File: config.mk
export PLATFORM = sky130hd
export DESIGN_NAME = even_parity_generator
export DESIGN_NICKNAME = d
export VERILOG_FILES = /design/src/rtl/epg_pkg.sv /design/src/rtl/epg_parity_tree.sv /design/src/rtl/even_parity_generator.sv
export SDC_FILE = /design/constraint.sdc
export NUM_CORES = 1
export LEC_CHECK = 0
export BUFFER_PORTS_ARGS = -buffer_cell sky130_fd_sc_hd__buf_2
export CAP_MARGIN = 10
export CORE_AREA = 4 4 41 43
export DETAILED_ROUTE_END_ITERATION = 16
export DIE_AREA = 0 0 45 47
export GPL_TIMING_DRIVEN = 0
export SLEW_MARGIN = 20
export SYNTH_ARGS = -nofsm -noshare
export SYNTH_HDL_FRONTEND = slang
export SYNTH_SLANG_ARGS = --single-unit
File: constraint.sdc
create_clock -name clk -period 1 [get_ports clk]
set_clock_uncertainty 0.1 [all_clocks]
set_input_delay 0.05 -clock clk [delete_from_list [all_inputs] [get_ports clk]]
set_output_delay 0.05 -clock clk [all_outputs]
set_load 0.02 [all_outputs]
File: src/rtl/epg_pkg.sv
// Shared defaults and the even-parity helper for the even_parity_generator slice.
package epg_pkg;

    localparam int EPG_DEFAULT_WIDTH = 4;
    localparam int EPG_DEFAULT_CNT_W = 16;

    // Callers zero-extend narrower words; padding zeros do not change parity.
    function automatic logic epg_even_parity(input logic [63:0] vec);
        return ^vec;
    endfunction

endpackage

File: src/rtl/epg_parity_tree.sv
// XOR reduction of a WIDTH-bit word to a single even-parity bit.
module epg_parity_tree
    import epg_pkg::*;
#(
    parameter int WIDTH = EPG_DEFAULT_WIDTH
) (
    input  logic [WIDTH-1:0] data,
    output logic             parity
);

    assign parity = epg_even_parity(64'(data));

endmodule

File: src/rtl/even_parity_generator.sv
// Transmit-side even-parity generator with registered codeword output.
// Define EPG_CHECK_EN to add the receive-side checker with saturating error count.
module even_parity_generator
    import epg_pkg::*;
#(
    parameter int WIDTH = EPG_DEFAULT_WIDTH
`ifdef EPG_CHECK_EN
    ,
    parameter int CNT_W = EPG_DEFAULT_CNT_W
`endif
) (
    input  logic             clk,
    input  logic             rst_n,
    input  logic [WIDTH-1:0] data_in,
    input  logic             valid_in,
    output logic             parity,
    output logic [WIDTH-1:0] data_out,
    output logic             parity_out,
    output logic             valid_out
`ifdef EPG_CHECK_EN
    ,
    input  logic [WIDTH-1:0] chk_data,
    input  logic             chk_parity,
    input  logic             chk_valid,
    input  logic             cnt_clr,
    output logic             chk_err,
    output logic [CNT_W-1:0] err_cnt,
    output logic             err_sticky
`endif
);

    logic             gen_parity;
    logic [WIDTH-1:0] data_p1;
    logic             parity_p1;
    logic             vld_p1;

    epg_parity_tree #(.WIDTH(WIDTH)) u_gen_tree (
        .data   (data_in),
        .parity (gen_parity)
    );

    assign parity = gen_parity;

    // Stage p1: registered codeword; data and parity hold while valid_in is low.
    always_ff @(posedge clk or negedge rst_n) begin
        if (!rst_n) begin
            data_p1   <= '0;
            parity_p1 <= 1'b0;
            vld_p1    <= 1'b0;
        end else begin
            vld_p1 <= valid_in;
            if (valid_in) begin
                data_p1   <= data_in;
                parity_p1 <= gen_parity;
            end
        end
    end

    assign data_out   = data_p1;
    assign parity_out = parity_p1;
    assign valid_out  = vld_p1;

`ifdef EPG_CHECK_EN
    function automatic logic [CNT_W-1:0] sat_inc(input logic [CNT_W-1:0] v);
        return (&v) ? v : v + CNT_W'(1);
    endfunction

    logic             chk_calc;
    logic             chk_mismatch;
    logic [CNT_W-1:0] cnt_base;
    logic             chk_err_p1;
    logic [CNT_W-1:0] err_cnt_p1;
    logic             err_sticky_p1;

    epg_parity_tree #(.WIDTH(WIDTH)) u_chk_tree (
        .data   (chk_data),
        .parity (chk_calc)
    );

    assign chk_mismatch = chk_valid & (chk_calc ^ chk_parity);
    // Clear takes effect before the increment, so clear+error leaves a count of one.
    assign cnt_base     = cnt_clr ? '0 : err_cnt_p1;

    // Stage p1: error pulse, saturating count and sticky flag.
    always_ff @(posedge clk or negedge rst_n) begin
        if (!rst_n) begin
            chk_err_p1    <= 1'b0;
            err_cnt_p1    <= '0;
            err_sticky_p1 <= 1'b0;
        end else begin
            chk_err_p1 <= chk_mismatch;
            if (chk_mismatch) begin
                err_cnt_p1    <= sat_inc(cnt_base);
                err_sticky_p1 <= 1'b1;
            end else begin
                err_cnt_p1    <= cnt_base;
                err_sticky_p1 <= err_sticky_p1 & ~cnt_clr;
            end
        end
    end

    assign chk_err    = chk_err_p1;
    assign err_cnt    = err_cnt_p1;
    assign err_sticky = err_sticky_p1;
`endif

endmodule

# == Word-level counts from Yosys, hierarchy flattened ==
# Cells that the tools add are included.
# word_totals
output_inout_bits,7
wordCells,4
inputBits,7
register_bits,6
# op_classes
reduce_logical,1
# ops
operator,count
$reduce_xor A64 Y1,1

# == Logic depth before layout (Yosys ltp) ==
# Gate-level depths: netlist (run 1).
# depth
depth_word,1
depth_mapped,3
ltp_nobuf,3

# == Modules after synthesis ==
# From an unflattened synthesis (run 1), not the netlist that was laid out.
# hier_totals
cells_unflattened,14
area_unflattened_um2,232.7
# by_module_without_submodules
mod,cells_per_inst,area_each_um2,seq_area_each_um2,n_inst
even_parity_generator,11,206.4,150.1,1
epg_parity_tree,3,26.3,0.0,1

# == Worst setup path before layout (run 1) ==
# Ideal clock, no wire load.
# synth_path
path_type,input port to flip-flop
startpoint,input data_in[3]
endpoint,register parity_p1 (netlist: parity_out)
path_stages,3
arrival_time_ns,0.869
path_buffers,0
path_slack_ns,-0.036
required_time_ns,0.834
setup_ns,0.066
path_cell_list,xor2_1 > xnor2_1 > mux2_4
# synth_via
elab_chain_cells,1
# synth_rtl
item,line_no,source
from (decl),even_parity_generator.sv:14,"input logic [WIDTH-1:0] data_in,"
$reduce_xor A64 Y1,epg_pkg.sv:9,return ^vec;
via parity,even_parity_generator.sv:16,"output logic parity,"
to (signal assigned),even_parity_generator.sv:54,parity_p1 <= gen_parity;
to (decl),even_parity_generator.sv:34,logic parity_p1;
# The timed path passes the listed nets, and every way through them passes these cells.
# A chain may end at the register's enable or synchronous reset.

# == Final worst setup path (run 1) ==
# layout_path
startpoint,input data_in[2]
endpoint,register data_p1[2] (netlist: data_out[2])
# layout_rtl
item,line_no,source
to (signal assigned),even_parity_generator.sv:53,data_p1 <= data_in;
to (decl),even_parity_generator.sv:33,logic [WIDTH-1:0] data_p1;
# No word-level cell between the ends.

==> out/metrics.yaml, run 1 <==
critPathArrivalTime_ns: 0.98
yosysUniqueCellTypes: 5
grt_pass1_wl_um: 890
clk_path_buf_depth: 2
grt_max_degree: 7
area_delta_synth_final_pct: 73.5
via_per_inst: 3.76
n_fill_cell: 145
total_power_uw: 694
power_density_mw_per_mm2: 1690
ys_seq_elements: 6
cp_cell_sequence: "buf_2 > dlygate4sd3_1 > mux2_2"
dp_hpwl_um: 402
drtAntennaViolNets: 0
grtUsageMet3_pct: 3.45
fin_hold_ws_ns: 0.0619
fp.dieH_um: 47
routed_wirelength_um: 590
fin_ws_ns: 0.0432
worstMarginPinSlew_ns: 0.285
drtIter0Drc: 3
cts_tree: "yes"
avgRoutedWirePerCell_um: 11.6
leakage_nw: 0.198
drc: 0
cp_max_fo: 2
cap_violations: 0
overflow: 0
status: "completed"
finalSetupTns_ns: 0
insertion_delay_ns: 0.24
io_pins: 14
rsz0062_at_grt: "no"
synth_top_cell_area_share_pct: 63.5
pre_cts_ws_ns: -0.0101
layout.nets: 45
grtUsageMet1_pct: 4.65
grt_util_all_layers_pct: 6.61
netlist_instances: 14
critical_path.top_delay_family: "buffers and inverters"
die_area_mm2: 0.00212
start_util_pct: 18.2
floorplan.core_area_mm2: 0.00130
period_needed_ns: 0.957
fp-row-count: 13
critPathBufInv: 2
grt.met2_usage_pct: 12.7
post_cts_buffers: 0
max_freq_mhz: 1050
yosys_warnings: 0
clock_sinks: 6
start_kind: "primary input"
diodes: 0
top_usage_layer: "met2"
cpPeakStageDelay_ns: 0.56
synthTopCellsByArea: "dfrtp_1, mux2_2, xnor2_1"
finalHoldViolations: 0
hold_class: "primary input to asynchronous set/reset pin"
die_x_um: 45
synth.net_count: 21
path_class: "primary input to register"
cp.required_ns: 1.03
min_period_over_period_pct: 95.7
cts_buffers: 3
syn_area_per_cell_um2: 16.9
drt_first_pass_iters: 2
slew-limit-headroom_pct: 80.9
io_buffers: 13
antenna_found_initial: 0
htreeDepth: 1
crit_path_top_delay_cell: "dlygate4sd3_1"
ys_seq_area_share_pct: 63.5
vdd_drop_max_mv: 0.640
synth_area_leader_cell: "dfrtp_1"
regArea_um2: 150
grt_pass1_vias: 226
multi_input_area_um2: 93.8
path_clk_slew_ns: 0.05
clock-root-buffer: "clkbuf_4"
fin_util_pct: 31.5
place_congestion: 0.594
worstSetupEndpointType: "register"
slew_violations: 0
syn_area_um2: 236
layout-drive-gt1-share_pct: 61.1
setup_violations: 0
num_vias: 192
## where the power goes
part | total (mW) | internal (mW) | switching, mW
Clock | 0.225 | 0.136 | 0.0887
Combinational | 0.185 | 0.0902 | 0.0944
Sequential | 0.285 | 0.272 | 0.0133
## flip-flops by register name, indices dropped and copies added (netlist names)
| signal | flops |
|---|---|
| data_out | 4 |
| parity_out | 1 |
| valid_out | 1 |
## timing repair
item                                    in CTS  in global routing
hold buffers                                 6                  0
hold endpoints to repair                    11                  0
endpoints found under the setup margin       0                  0
gates resized for setup                      0                  0
## per-layer routing
layer  part of all wire [%]  vias to the layer above
met5                      0                        -
li1                       -                       91
met3                    3.9                        0
met4                      0                        0
met2                     65                        2
met1                     31                       99
## Yosys cell counts
cell,n
dfrtp_1,6
mux2_2,4
mux2_4,1
xnor2_1,2
xor2_1,1
## layout make-up
type,count,share of cell area (%)
multi-input combinational,8,22.9
tap,15,4.57
clock buffer,3,5.49
timing repair buffer,19,30.5
sequential,6,36.6
## cells in the final DEF, fill, tap and decap left out
| cell | n |
|---|---|
| buf_2 | 13 |
| clkbuf_4 | 3 |
| dfrtp_1 | 6 |
| dlygate4sd3_1 | 6 |
| mux2_2 | 4 |
| mux2_4 | 1 |
| xnor2_1 | 1 |
| xnor2_2 | 1 |
| xor2_1 | 1 |
## stage by stage
| step | instances | area [um^2] |
|---|---|---|
| 2_1_floorplan | 14 | 244 |
| 3_3_place_gp | 42 | 328 |
| 3_5_place_dp | 42 | 328 |
| 4_1_cts | 51 | 410 |
| 5_1_grt | 51 | 410 |
| 6_report | 51 | 410 |
## cell families (layout without fill, tap and decap cells)
logic type,after synthesis,after routing,synth area share [%]
flip-flops,6,6,63.5
XOR/XNOR,3,3,11.1
multiplexers,5,5,25.4
buffers and inverters,0,22,0
## worst paths after layout
kind                       cells after the start                      end                    start  slack (ns)
max in group asynchronous                      2   parity_out$_DFFE_PN0P_                    rst_n        0.59
max reg2reg                                    1   parity_out$_DFFE_PN0P_   parity_out$_DFFE_PN0P_        0.15
min reg2reg                                    1  data_out[2]$_DFFE_PN0P_  data_out[2]$_DFFE_PN0P_        0.40
max                                            3  data_out[2]$_DFFE_PN0P_               data_in[2]        0.04
min in group clk                               2  data_out[3]$_DFFE_PN0P_                 valid_in        0.07
min                                            2  data_out[3]$_DFFE_PN0P_                    rst_n        0.06
(Power assumes the default switching activity.)
==> run 2: changes to the inputs <==
--- a/config.mk
+++ b/config.mk
@@ -5,13 +5,12 @@
 export SDC_FILE = /design/constraint.sdc
 export NUM_CORES = 1
 export LEC_CHECK = 0
+export ABC_AREA = 1
 export BUFFER_PORTS_ARGS = -buffer_cell sky130_fd_sc_hd__buf_2
 export CAP_MARGIN = 10
 export CORE_AREA = 4 4 41 43
 export DETAILED_ROUTE_END_ITERATION = 16
 export DIE_AREA = 0 0 45 47
-export GPL_TIMING_DRIVEN = 0
-export SLEW_MARGIN = 20
 export SYNTH_ARGS = -nofsm -noshare
 export SYNTH_HDL_FRONTEND = slang
 export SYNTH_SLANG_ARGS = --single-unit
==> run 2 against run 1 <==
- clock power fell by 8%
- critical endpoint is now data_out[1]
- via count rose by 36%
- area after synthesis grew 17%
- flip-flop and latch count unchanged
- power decreased by 10%
- global-route usage is 0.88 points lower
- critical path depth fell by 2
- core utilization rose by 0.96 points
- final cell count up 41%
- combinational power shrank 25%
- routed wire length shrank 5.3%
==> out/metrics.yaml, run 2 <==
ys_seq_elements: 6
antenna_found_initial: 0
rsz0062_at_grt: "no"
cp.required_ns: 0.85
worstMarginPinSlew_ns: 0.139
cpPeakStageDelay_ns: 0.38
insertion_delay_ns: 0.23
post_cts_buffers: 0
drtAntennaViolNets: 0
slew-limit-headroom_pct: 90.6
synth_edf_count: 0
start_kind: "register"
finalSetupTns_ns: 0
power.switching_uw: 170
layout_common_cells: "nand2_1, buf_2, dfrtp_1"
yosys_warnings: 0
finalHoldViolations: 0
cts_tree: "yes"
clock-root-buffer: "clkbuf_4"
fp.dieH_um: 47
placed_area_um2: 360
critical_path.top_delay_family: "flip-flops"
floorplan.core_area_mm2: 0.00130
layout.nets: 66
power_density_mw_per_mm2: 1480
p_int_uw: 455
ys_top_cells_by_count: "nand2_1, dfrtp_1, inv_1"
critPathBufInv: 1
worstSetupEndpointType: "output port"
vdd_drop_max_mv: 0.438
io_buffers: 13
pwr-share-seq_pct: 44.3
cts_buffers: 3
grt_pass1_vias: 190
fp-row-count: 13
area_delta_synth_final_pct: 52.9
setup_violations: 0
drc: 0
syn_area_per_cell_um2: 7.47
synth_top_cell_area_share_pct: 54.3
overflow: 0
syn_area_um2: 277
path_class: "register to output port"
switching_share_pct: 27.2
critPathArrivalTime_ns: 0.77
diodes: 0
cp_cell_sequence: "buf_2"
yosysMostFrequentCell: "nand2_1"
die_area_mm2: 0.00212
grt_util_all_layers_pct: 5.73
htreeDepth: 1
yosysUniqueCellTypes: 8
min_period_over_period_pct: 92.4
leakage_nw: 0.249
grt_pass1_wl_um: 772
synthTopCellsByArea: "dfrtp_1, nand2_1, o21ai_0"
crit_path_top_delay_cell: "dfrtp_1"
max_freq_mhz: 1080
start_util_pct: 21.2
final_common_cell: "nand2_1"
clk_path_buf_depth: 2
netlist_instances: 37
synth_area_leader_cell: "dfrtp_1"
cp_max_fo: 2
grt_max_degree: 10
routed_wirelength_um: 559
largest_reg_flops: 4
synth_ff_type: "dfrtp_1"
status: "completed"
clock_sinks: 6
fin_hold_ws_ns: 0.0132
die_x_um: 45
layout-drive-gt1-share_pct: 35.1
power_frac_clock_pct: 33.4
dp_hpwl_um: 460
io_pins: 14
place_congestion: 0.587
p_comb_share_pct: 22.3
drtIter0Drc: 2
cap_violations: 0
period_needed_ns: 0.924
num_vias: 262
drt_first_pass_iters: 2
synth.net_count: 44
path_clk_slew_ns: 0.04
final_area_um2: 423
hold_class: "primary input to register"
ys_seq_area_share_pct: 54.3
avgRoutedWirePerCell_um: 7.76
slew_violations: 0
via_per_inst: 3.64
synth_async_sr_flop_share_pct: 100
## run 2: kinds of logic (layout without fill, tap and decap cells)
logic type	count (synthesis)	count (layout)	share of synthesized area [%]
AO/OA/AOI/OAI	4	4	7.24
buffers and inverters	6	26	8.14
flip-flops	6	6	54.3
AND/OR/NAND/NOR	21	21	30.3
## run 2: power groups by stage
stage | clock, mW | sequential (mW) | combinational (mW)
2_1_floorplan | 0 | 0.307 | 0.0474
3_3_place_gp | 0 | 0.280 | 0.127
3_5_place_dp | 0 | 0.280 | 0.129
4_1_cts | 0.221 | 0.277 | 0.141
5_1_grt | 0.229 | 0.279 | 0.154
6_report | 0.208 | 0.277 | 0.139
## run 2: stage by stage
stage	power [mW]	util (%)	worst slack, ns	std cells
final	0.624	32.5	0.0759	72
after global routing	0.662	32.5	0.00726	72
after CTS	0.638	32.5	0.00527	72
after detailed placement	0.408	27.7	0.218	65
after global placement	0.408	27.7	0.241	65
after floorplan	0.354	-	0.194	37
## run 2: path summary, 6_finish.rpt
path,startpoint,endpoint,depth (start not counted),slack (ns)
worst max-delay path,data_out[1]$_DFFE_PN0P_,data_out[1],1,0.08
worst min-delay path,data_in[1],data_out[1]$_DFFE_PN0P_,3,0.01
worst max register to register,data_out[1]$_DFFE_PN0P_,data_out[1]$_DFFE_PN0P_,2,0.27
worst min register to register,parity_out$_DFFE_PN0P_,parity_out$_DFFE_PN0P_,2,0.38
max in group asynchronous,rst_n,data_out[1]$_DFFE_PN0P_,2,0.60
min in group asynchronous,rst_n,valid_out$_DFF_PN0_,2,0.06
## run 2: repair_timing
action,4_1_cts,5_1_grt
hold endpoints to repair,10,0
hold buffers,4,0
gates resized for setup,0,1
setup endpoints to repair,0,5
## run 2: metal layers
metal  up-vias  GRT usage [%]  share of wire [%]
met5         -              0                  0
met4         0           10.5                3.4
met3         2              0                 14
met2        14           4.24                 31
met1        94           9.07                 52
li1        152              -                  -
## run 2: cell type report
type                       count  area (um^2)
timing repair buffer          17          105
sequential                     6          150
multi-input combinational     25          104
tap                           15         18.8
clock buffer                   3         22.5
inverter                       6         22.5
fill                         153          878
==> run 3: changes to the inputs <==
--- a/config.mk
+++ b/config.mk
@@ -11,6 +11,7 @@
 export CORE_AREA = 4 4 41 43
 export DETAILED_ROUTE_END_ITERATION = 16
 export DIE_AREA = 0 0 45 47
+export PLACE_DENSITY = 0.51
 export SYNTH_ARGS = -nofsm -noshare
 export SYNTH_HDL_FRONTEND = slang
 export SYNTH_SLANG_ARGS = --single-unit
==> run 3 against run 2 <==
- clock power increased by 6%
- final cell count unchanged
- flip-flop and latch count unchanged
- count of clock-buffer cells in the layout unchanged
- sequential share of layout area unchanged
- die area unchanged
- register-to-register slack about the same
==> out/metrics.yaml, run 3 (synthesized netlist as in run 2, its figures left out) <==
routed_wirelength_um: 574
fp-row-count: 13
overflow: 0
regToRegSetupSlack_ns: 0.27
die_x_um: 45
grt_pass1_wl_um: 986
fin_ws_ns: 0.0727
cp.required_ns: 0.85
period_needed_ns: 0.927
diodes: 0
cp_num_cells: 1
power_density_mw_per_mm2: 1500
critPathBufInv: 1
n_fill_cell: 146
min_period_over_period_pct: 92.7
finalHoldViolations: 0
grt_pass1_vias: 249
vdd_drop_max_mv: 0.581
via_per_inst: 3.86
layout.nets: 66
critical_path.top_delay_family: "flip-flops"
insertion_delay_ns: 0.24
critPathLaunch: "data_out[3]$_DFFE_PN0P_"
grt_max_degree: 10
instances_no_fill: 72
rr_startpoint: "data_out[3]$_DFFE_PN0P_"
start_util_pct: 21.2
layout-drive-gt1-share_pct: 33.3
fin_hold_ws_ns: 0.00546
io_buffers: 13
rr_endpoint: "data_out[3]$_DFFE_PN0P_"
slew-limit-headroom_pct: 84.7
cp-endpoint: "data_out[3]"
path_class: "register to output port"
clk_path_buf_depth: 2
num_vias: 278
clock-root-buffer: "clkbuf_4"
layout_common_cells: "nand2_1, buf_2, dfrtp_1"
status: "completed"
largest_reg_flops: 4
critPathArrivalTime_ns: 0.78
floorplan.core_area_mm2: 0.00130
fin_util_pct: 32.5
drc: 0
hold_class: "primary input to register"
regArea_um2: 150
antenna_found_initial: 0
worstSetupEndpointType: "output port"
max_freq_mhz: 1080
cts_resized: 0
fp.dieH_um: 47
total_power_uw: 634
cts_buffers: 3
finalSetupTns_ns: 0
die_area_mm2: 0.00212
cp_cell_sequence: "buf_2"
htreeDepth: 1
final_area_um2: 423
cap_violations: 0
dp_hpwl_um: 471
cts_tree: "yes"
path_clk_slew_ns: 0.05
final_common_cell: "nand2_1"
cp_max_fo: 2
post_cts_buffers: 0
cts_hold_buf: 4
placed_area_um2: 360
drtAntennaViolNets: 0
rsz0062_at_grt: "no"
avgRoutedWirePerCell_um: 7.97
start_kind: "register"
io_pins: 14
setup_violations: 0
leakage_nw: 0.251
worstMarginPinSlew_ns: 0.229
pre_cts_ws_ns: 0.233
slew_violations: 0
drt_first_pass_iters: 2
cpPeakStageDelay_ns: 0.38
crit_path_top_delay_cell: "dfrtp_1"
multi_input_area_um2: 104
reg2reg_depth: 2
drtIter0Drc: 4
place_inst: 65
place_congestion: 0.643
area_delta_synth_final_pct: 52.9
clock_sinks: 6
grt_util_all_layers_pct: 7.00
[run 3: cell types whose count changed in the layout (fill, tap and decap cells not counted)]
cell / before / now
inv_2: 2 / 1
inv_1: 4 / 5
[run 3: final cells by class]
class,instances,share of cell area [%]
timing repair buffer,17,24.9
inverter,6,5.33
clock buffer,3,5.33
multi-input combinational,25,24.6
sequential,6,35.5
tap,15,4.44
[run 3: how the worst min path moves through the flow]
stage,start,endpoint,slack (ns),cells past startpoint
after global routing,data_in[3],data_out[3]$_DFFE_PN0P_,0.02,3
after global placement,rst_n,data_out[2]$_DFFE_PN0P_,-0.22,1
after detailed placement,rst_n,data_out[2]$_DFFE_PN0P_,-0.22,1
after CTS,data_in[1],data_out[1]$_DFFE_PN0P_,0.004,3
final,data_in[1],data_out[1]$_DFFE_PN0P_,0.005,3
after floorplan,rst_n,data_out[0]$_DFFE_PN0P_,-0.35,0
[run 3: where the power goes]
| part | switching (mW) | internal (mW) | leakage, nW |
|---|---|---|---|
| Sequential | 0.0106 | 0.265 | 0.0729 |
| Combinational | 0.0846 | 0.0542 | 0.164 |
| Clock | 0.0840 | 0.136 | 0.0138 |
| Total | 0.179 | 0.455 | 0.251 |
[run 3: per-layer routing]
metal | wire (um) | vias to the layer above | global-route usage [%]
li1 | - | 154 | -
met5 | 0 | - | 0
met4 | 12 | 0 | 8.77
met1 | 255 | 113 | 7.19
met3 | 52 | 2 | 2.68
met2 | 255 | 9 | 9.89
